## src/rtl/err_stat_accum.sv

```systemverilog
// Per-channel error statistics over a run of approximate/accurate sample pairs.
// Define ERRSTAT_MSE_EN to build the squared-error accumulator and saturation flags.
module err_stat_accum #(
  parameter int WIDTH  = 32,
  parameter int NCH    = 2,
  parameter int THRESH = 8,
  parameter int ACC_W  = 64,
  parameter int CNT_W  = 32
) (
  input  logic                   clk,
  input  logic                   rst_n,
  input  logic                   start,
  input  logic [CNT_W-1:0]       num_samples,
  input  logic                   in_valid,
  output logic                   in_ready,
  input  logic [NCH*WIDTH-1:0]   appr,
  input  logic [NCH*WIDTH-1:0]   accu,
  input  logic [NCH*WIDTH-1:0]   comp,
  output logic                   busy,
  output logic                   done,
  output logic [NCH*ACC_W-1:0]   sum_err,
  output logic [NCH*ACC_W-1:0]   sum_sq,
  output logic [NCH*CNT_W-1:0]   nz_cnt,
  output logic [NCH*CNT_W-1:0]   hi_cnt,
  output logic [CNT_W-1:0]       smp_cnt,
  output logic [NCH-1:0]         sq_ovf
);

  localparam int EW = WIDTH + 2;
  localparam int PW = 2 * WIDTH + 4;
  localparam int SW = ((ACC_W > PW) ? ACC_W : PW) + 1;

  typedef enum logic [1:0] {S_IDLE, S_RUN, S_DRAIN, S_DONE} state_e;

  state_e                     state_q, state_d;
  logic                       drain_q, drain_d;
  logic [CNT_W-1:0]           num_q, num_d;
  logic [CNT_W-1:0]           acc_q, acc_d;
  logic                       start_acc, fire, last;

  logic                       s1_vld_q, s1_vld_d;
  logic [NCH-1:0][EW-1:0]     err_q, err_d;
  logic [NCH-1:0]             hi_q, hi_d;

  logic [NCH-1:0][ACC_W-1:0]  sum_err_q, sum_err_d;
  logic [NCH-1:0][CNT_W-1:0]  nz_q, nz_d;
  logic [NCH-1:0][CNT_W-1:0]  hic_q, hic_d;
  logic [CNT_W-1:0]           smp_q, smp_d;

  // Control FSM: RUN accepts exactly num_q samples, DRAIN covers the two-stage pipeline.
  always_comb begin
    state_d   = state_q;
    drain_d   = drain_q;
    num_d     = num_q;
    acc_d     = acc_q;
    start_acc = start && ((state_q == S_IDLE) || (state_q == S_DONE));
    in_ready  = (state_q == S_RUN) && (acc_q < num_q);
    fire      = in_valid && in_ready;
    last      = fire && ((acc_q + CNT_W'(1)) == num_q);
    busy      = (state_q == S_RUN) || (state_q == S_DRAIN);
    done      = (state_q == S_DONE);
    case (state_q)
      S_IDLE, S_DONE: begin
        if (start) begin
          num_d   = num_samples;
          acc_d   = '0;
          state_d = (num_samples == '0) ? S_DONE : S_RUN;
        end
      end
      S_RUN: begin
        if (fire) acc_d = acc_q + CNT_W'(1);
        if (last) begin
          state_d = S_DRAIN;
          drain_d = 1'b0;
        end
      end
      S_DRAIN: begin
        drain_d = 1'b1;
        if (drain_q) state_d = S_DONE;
      end
      default: state_d = S_IDLE;
    endcase
  end

  always_ff @(posedge clk or negedge rst_n) begin
    if (!rst_n) begin
      state_q <= S_IDLE;
      drain_q <= 1'b0;
      num_q   <= '0;
      acc_q   <= '0;
    end else begin
      state_q <= state_d;
      drain_q <= drain_d;
      num_q   <= num_d;
      acc_q   <= acc_d;
    end
  end

  always_comb begin
    logic signed [EW-1:0] e;
    s1_vld_d  = fire;
    err_d     = err_q;
    hi_d      = hi_q;
    sum_err_d = sum_err_q;
    nz_d      = nz_q;
    hic_d     = hic_q;
    smp_d     = smp_q;
    e         = '0;
    for (int unsigned ch = 0; ch < NCH; ch++) begin
      if (fire) begin
        err_d[ch] = {{2{appr[ch*WIDTH+WIDTH-1]}}, appr[ch*WIDTH +: WIDTH]}
                  - {{2{accu[ch*WIDTH+WIDTH-1]}}, accu[ch*WIDTH +: WIDTH]}
                  + {{2{comp[ch*WIDTH+WIDTH-1]}}, comp[ch*WIDTH +: WIDTH]};
        hi_d[ch]  = appr[ch*WIDTH+THRESH +: WIDTH-THRESH]
                 != accu[ch*WIDTH+THRESH +: WIDTH-THRESH];
      end
    end
    if (start_acc) begin
      sum_err_d = '0;
      nz_d      = '0;
      hic_d     = '0;
      smp_d     = '0;
    end else if (s1_vld_q) begin
      smp_d = smp_q + CNT_W'(1);
      for (int unsigned ch = 0; ch < NCH; ch++) begin
        e             = err_q[ch];
        sum_err_d[ch] = sum_err_q[ch] + ACC_W'(e);
        if (e != '0) nz_d[ch]  = nz_q[ch] + CNT_W'(1);
        if (hi_q[ch]) hic_d[ch] = hic_q[ch] + CNT_W'(1);
      end
    end
  end

  always_ff @(posedge clk or negedge rst_n) begin
    if (!rst_n) begin
      s1_vld_q  <= 1'b0;
      err_q     <= '0;
      hi_q      <= '0;
      sum_err_q <= '0;
      nz_q      <= '0;
      hic_q     <= '0;
      smp_q     <= '0;
    end else begin
      s1_vld_q  <= s1_vld_d;
      err_q     <= err_d;
      hi_q      <= hi_d;
      sum_err_q <= sum_err_d;
      nz_q      <= nz_d;
      hic_q     <= hic_d;
      smp_q     <= smp_d;
    end
  end

  assign sum_err = sum_err_q;
  assign nz_cnt  = nz_q;
  assign hi_cnt  = hic_q;
  assign smp_cnt = smp_q;

`ifdef ERRSTAT_MSE_EN
  logic [NCH-1:0][ACC_W-1:0] sum_sq_q, sum_sq_d;
  logic [NCH-1:0]            ovf_q, ovf_d;

  // Sum is formed one bit wider than both operands so saturation is an exact compare.
  always_comb begin
    logic signed [PW-1:0] ee;
    logic [PW-1:0]        prod;
    logic [SW-1:0]        sq_ext;
    sum_sq_d = sum_sq_q;
    ovf_d    = ovf_q;
    ee       = '0;
    prod     = '0;
    sq_ext   = '0;
    if (start_acc) begin
      sum_sq_d = '0;
      ovf_d    = '0;
    end else if (s1_vld_q) begin
      for (int unsigned ch = 0; ch < NCH; ch++) begin
        ee     = PW'($signed(err_q[ch]));
        prod   = ee * ee;
        sq_ext = {{(SW-ACC_W){1'b0}}, sum_sq_q[ch]} + {{(SW-PW){1'b0}}, prod};
        if (sq_ext > {{(SW-ACC_W){1'b0}}, {ACC_W{1'b1}}}) begin
          sum_sq_d[ch] = '1;
          ovf_d[ch]    = 1'b1;
        end else begin
          sum_sq_d[ch] = sq_ext[ACC_W-1:0];
        end
      end
    end
  end

  always_ff @(posedge clk or negedge rst_n) begin
    if (!rst_n) begin
      sum_sq_q <= '0;
      ovf_q    <= '0;
    end else begin
      sum_sq_q <= sum_sq_d;
      ovf_q    <= ovf_d;
    end
  end

  assign sum_sq = sum_sq_q;
  assign sq_ovf = ovf_q;
`else
  assign sum_sq = '0;
  assign sq_ovf = '0;
`endif

endmodule

```

## config.mk

```make
export PLATFORM = sky130hd
export DESIGN_NAME = err_stat_accum
export DESIGN_NICKNAME = d
export VERILOG_FILES = /design/src/rtl/err_stat_accum.sv
export SDC_FILE = /design/constraint.sdc
export NUM_CORES = 2
export LEC_CHECK = 0
export ABC_AREA = 1
export CORE_ASPECT_RATIO = 0.6
export CORE_UTILIZATION = 55
export CTS_CLUSTER_DIAMETER = 30
export DETAILED_ROUTE_END_ITERATION = 12
export GPL_TIMING_DRIVEN = 0
export PLACE_DENSITY = 0.83
export RECOVER_POWER = 100
export SYNTH_ARGS = -nofsm -noshare
export SYNTH_HDL_FRONTEND = slang
export SYNTH_SLANG_ARGS = --single-unit
```

## constraint.sdc

```tcl
create_clock -name clk -period 3 [get_ports clk]
set_input_delay 0.45 -clock clk [delete_from_list [all_inputs] [get_ports clk]]
set_output_delay 0.45 -clock clk [all_outputs]
set_load 0.02 [all_outputs]
```

==> flow_summary_export.csv <==
group,metric,value,unit
route,detail_route.drc_violations,0,
global_route,grt_antenna_before_repair,6,
route,average_detailed_routed_wire_length_per_instance,21.3,µm
power_and_ir_drop,pwr_density,837,mW/mm²
timing,final-setup-viol-count,4,
die,core,0.0668,mm²
clocking,clock_latency,670,ps
timing,fin_ws,-24.7,ps
timing,tightestPinTransition,1660,ps
global_route,grt_remaining_overflow,0,
synthesis,async_flop_share,100,%
synthesis,yosysSeqAreaShare,28.5,%
critical_path,critPathKind,"reg2reg",
synthesis,yosysUniqueCellTypes,64,
cells_and_area,sequential_cell_area,0.0107,mm²
synthesis,netlist_area,0.0374,mm²
synthesis,postSynthRegisterBits,426,
global_route,track_usage,42.7,%
critical_path,crit_required,3530,ps
power_and_ir_drop,power.leakage,23.7,nW
synthesis,ys.flop_type,"dfrtp_1",
global_route,first_global_vias,37800,
global_route,grt_start_max_net_pins,111,
clocking,cts_buffers,82,
cells_and_area,fin_nets,6826,
synthesis,yosys_warnings,0,
cells_and_area,drive_above_1_share,8.89,%
status,run_status,"complete, but fails checks",
synthesis,synth-edff-count,0,
synthesis,synth_mux_area_share,0,%
die,starting_density_of_the_core,56.0,%
clocking,clock-root-buffer,"clkbuf_16",
cells_and_area,area_of_combinational_cells_with_multiple_inputs,0.0233,mm²
placement,portBuffers,518,
die,std_cell_rows,73,
placement,place.gp.congestion,1.08,
synthesis,synth_xor_area_share,2.59,%
clocking,cts.path.max_buffers,3,
die,fp.dieArea,0.0691,mm²
timing,final_hold_slack,401,ps
critical_path,worstPathMaxFanout,4,
die,die_width,339,µm
synthesis,post_synth_and_or_nand_nor_area_fraction,26.9,%
critical_path,critPathArrivalTime,3550,ps
power_and_ir_drop,vdd_drop_max,585,µV
cells_and_area,areaGrowthSynthToFinish,29.3,%
global_route,grt_pass1_wl,225,mm
timing,final_min_period_over_clock_period,101,%
hold_path,timing.hold.worst.class,"in2reg",
timing,final_max_slew_viol_count,108,
route,drt-total-wl,154,mm
timing,grt_setup_unrepaired,"yes",
synthesis,yosys.area_share.adder,13.0,%
cells_and_area,filler_cell_count,5298,
timing,hold_viol,0,
synthesis,syn_avg_cell_area,6.82,µm²
route,detailedRoute.firstPassIterationCount,7,
synthesis,synth_top_family_by_area,"simple AND/OR/NAND/NOR gates",
job,cap_viol_max_count,1,
route,drt-vias-per-instance,5.81,
route,vias,42000,
die,floorplan.die.height,204,µm
clocking,clk_pin_slew,50,ps
synthesis,netlist_instances,5486,
timing,maxClockFrequency,0.331,GHz
synthesis,area_fraction_in_compound_gates_after_synthesis,16.8,%
clocking,cts_htree_levels,3,
die,io_pins,649,
placement,post-dp-hpwl,123,mm
critical_path,startpoint_type,"flop",
timing,final.setup_skew,33.1,ps
clocking,cts_tree,"built",
route,drt-initial-drc-count,5504,
route,postRouteAntennaNets,0,
power_and_ir_drop,p_total,40.5,mW
timing,timing.max_slew.rel_slack,-10.5,%
critical_path,timing.critical_path.to_type,"flop",
status,violations,"max-capacitance violations, max-slew violations, negative setup slack",
timing,fin_crit,3020,ps
clocking,tritoncts_num_sinks,426,
==> final timing paths <==
| check | start | end | slack (ps) | depth (start not counted) |
|---|---|---|---|---|
| min | num_samples[17] | num_q[17] | 400 | 3 |
| min reg2reg | hi_cnt[63] | hi_cnt[63] | 470 | 1 |
| max reg2reg | sum_err[66] | sum_err[121] | -20 | 12 |
| max | sum_err[66] | sum_err[121] | -20 | 12 |
| min in group asynchronous | rst_n | sum_err[106] | 790 | 2 |
| max in group asynchronous | rst_n | smp_cnt[17] | 390 | 4 |
==> sequential cells by signal, summed over array words and instances, names as in the netlist <==
| signal | flops |
|---|---|
| acc_q | 32 |
| drain_q | 1 |
| err_q | 68 |
| hi_cnt | 64 |
| hi_q | 2 |
| num_q | 32 |
| nz_cnt | 64 |
| s1_vld_q | 1 |
| smp_cnt | 32 |
| state_q | 2 |
| sum_err | 128 |
==> power breakdown <==
group	total (mW)	switching, mW	leakage, nW	internal [mW]
Clock	10.3	3.71	1.45	6.57
Sequential	8.68	1.59	5.70	7.09
Combinational	21.5	14.7	16.5	6.78
==> stage by stage <==
step	instance area, µm²	utilization, %	cells	worst slack [ps]	TNS, ps
2_1_floorplan	37900	-	5615	148	0
3_3_place_gp	44200	66.2	7033	-17940	-7818460
3_5_place_dp	44300	66.3	7036	-1410	-226020
4_1_cts	47600	71.3	7195	3.03	0
5_1_grt	48400	72.4	7215	-66.3	-525
6_report	48400	72.4	7217	-24.7	-46.0
==> placed cells by master (no fill, tap or decap), drive strengths merged, types with 148 or more instances in the layout <==
cell type	instances
nand2	1315
clkdlybuf4s50	303
o21ai	464
nand3	222
buf	181
a21oi	411
dfrtp	426
inv	879
ha	284
dlygate4sd3	214
clkbuf	148
nor2	589
==> per-layer routing <==
metal  track usage, %  vias up  routed length [µm]
li1                 -    19200                   -
met1             62.8    19600               66300
met2             58.0     2723               60000
met3             13.1      399               21000
met4             15.3        6                6460
met5                0        -                  34
==> logic make-up (layout without fill, tap and decap cells) <==
| family | count (synthesis) | after routing |
|---|---|---|
| AND/OR/NAND/NOR | 2398 | 2398 |
| AO/OA/AOI/OAI | 1124 | 1124 |
| other | 1 | 133 |
| XOR/XNOR | 109 | 109 |
| flip-flops | 426 | 426 |
| adder cells (fa/ha/maj) | 350 | 350 |
| buffers and inverters | 1078 | 1777 |
==> critical path: stages, from the launching register on <==
cell,delay [ps]
dfrtp_1,460
ha_1,400
nand3_1,110
nand2_1,150
a21oi_1,170
o21bai_1,340
a21oi_2,170
o21ai_1,630
nand3_1,130
nand2_1,130
nand2_1,50
nand2_1,50
o21ai_0,80
==> what timing repair did <==
action	CTS	global route
endpoints found under the setup margin	343	266
setup buffers	8	19
pin swaps	5	16
endpoints found under the hold margin	106	0
hold buffers	1	0
gates resized for setup	78	205
==> cells in the mapped netlist (5+ instances only) <==
master | count | share of area [%]
nor2_1 | 571 | 5.7
inv_2 | 6 | 0.060
ha_1 | 284 | 9.5
nand2_2 | 16 | 0.27
dfrtp_1 | 426 | 29
xor2_1 | 51 | 1.2
nor4_1 | 61 | 1.0
o2111ai_1 | 5 | 0.12
xnor2_1 | 57 | 1.3
a21o_1 | 36 | 0.72
inv_1 | 856 | 8.6
a211oi_1 | 13 | 0.26
nor2_4 | 7 | 0.21
o21a_1 | 30 | 0.60
nor2_2 | 10 | 0.17
a31oi_1 | 36 | 0.60
o21ai_0 | 458 | 6.1
o31ai_1 | 40 | 0.80
nand3b_1 | 9 | 0.18
clkbuf_1 | 58 | 0.58
nor3b_1 | 8 | 0.16
nor3_1 | 114 | 1.5
a21oi_1 | 411 | 5.5
buf_2 | 10 | 0.13
o211ai_1 | 18 | 0.36
a32o_1 | 8 | 0.21
o21bai_1 | 23 | 0.46
nand2_1 | 1295 | 13
buf_4 | 130 | 2.6
a21boi_0 | 11 | 0.22
a221oi_1 | 12 | 0.28
nand3_1 | 219 | 2.9
buf_1 | 15 | 0.15
nand4_1 | 59 | 0.99
or2_2 | 11 | 0.18
fa_1 | 66 | 3.5
==> layout make-up <==
class,count,area share [%]
Buffer,215,2.95
Antenna cell,3,0.0155
Sequential cell,426,22.1
Clock inverter,65,2.00
Tap cell,900,2.33
Timing Repair Buffer,549,11.4
Clock buffer,85,4.31
Multi-Input combinational cell,4111,48.2
Inverter,863,6.71
Note: power is estimated with default switching activity, not from simulation.
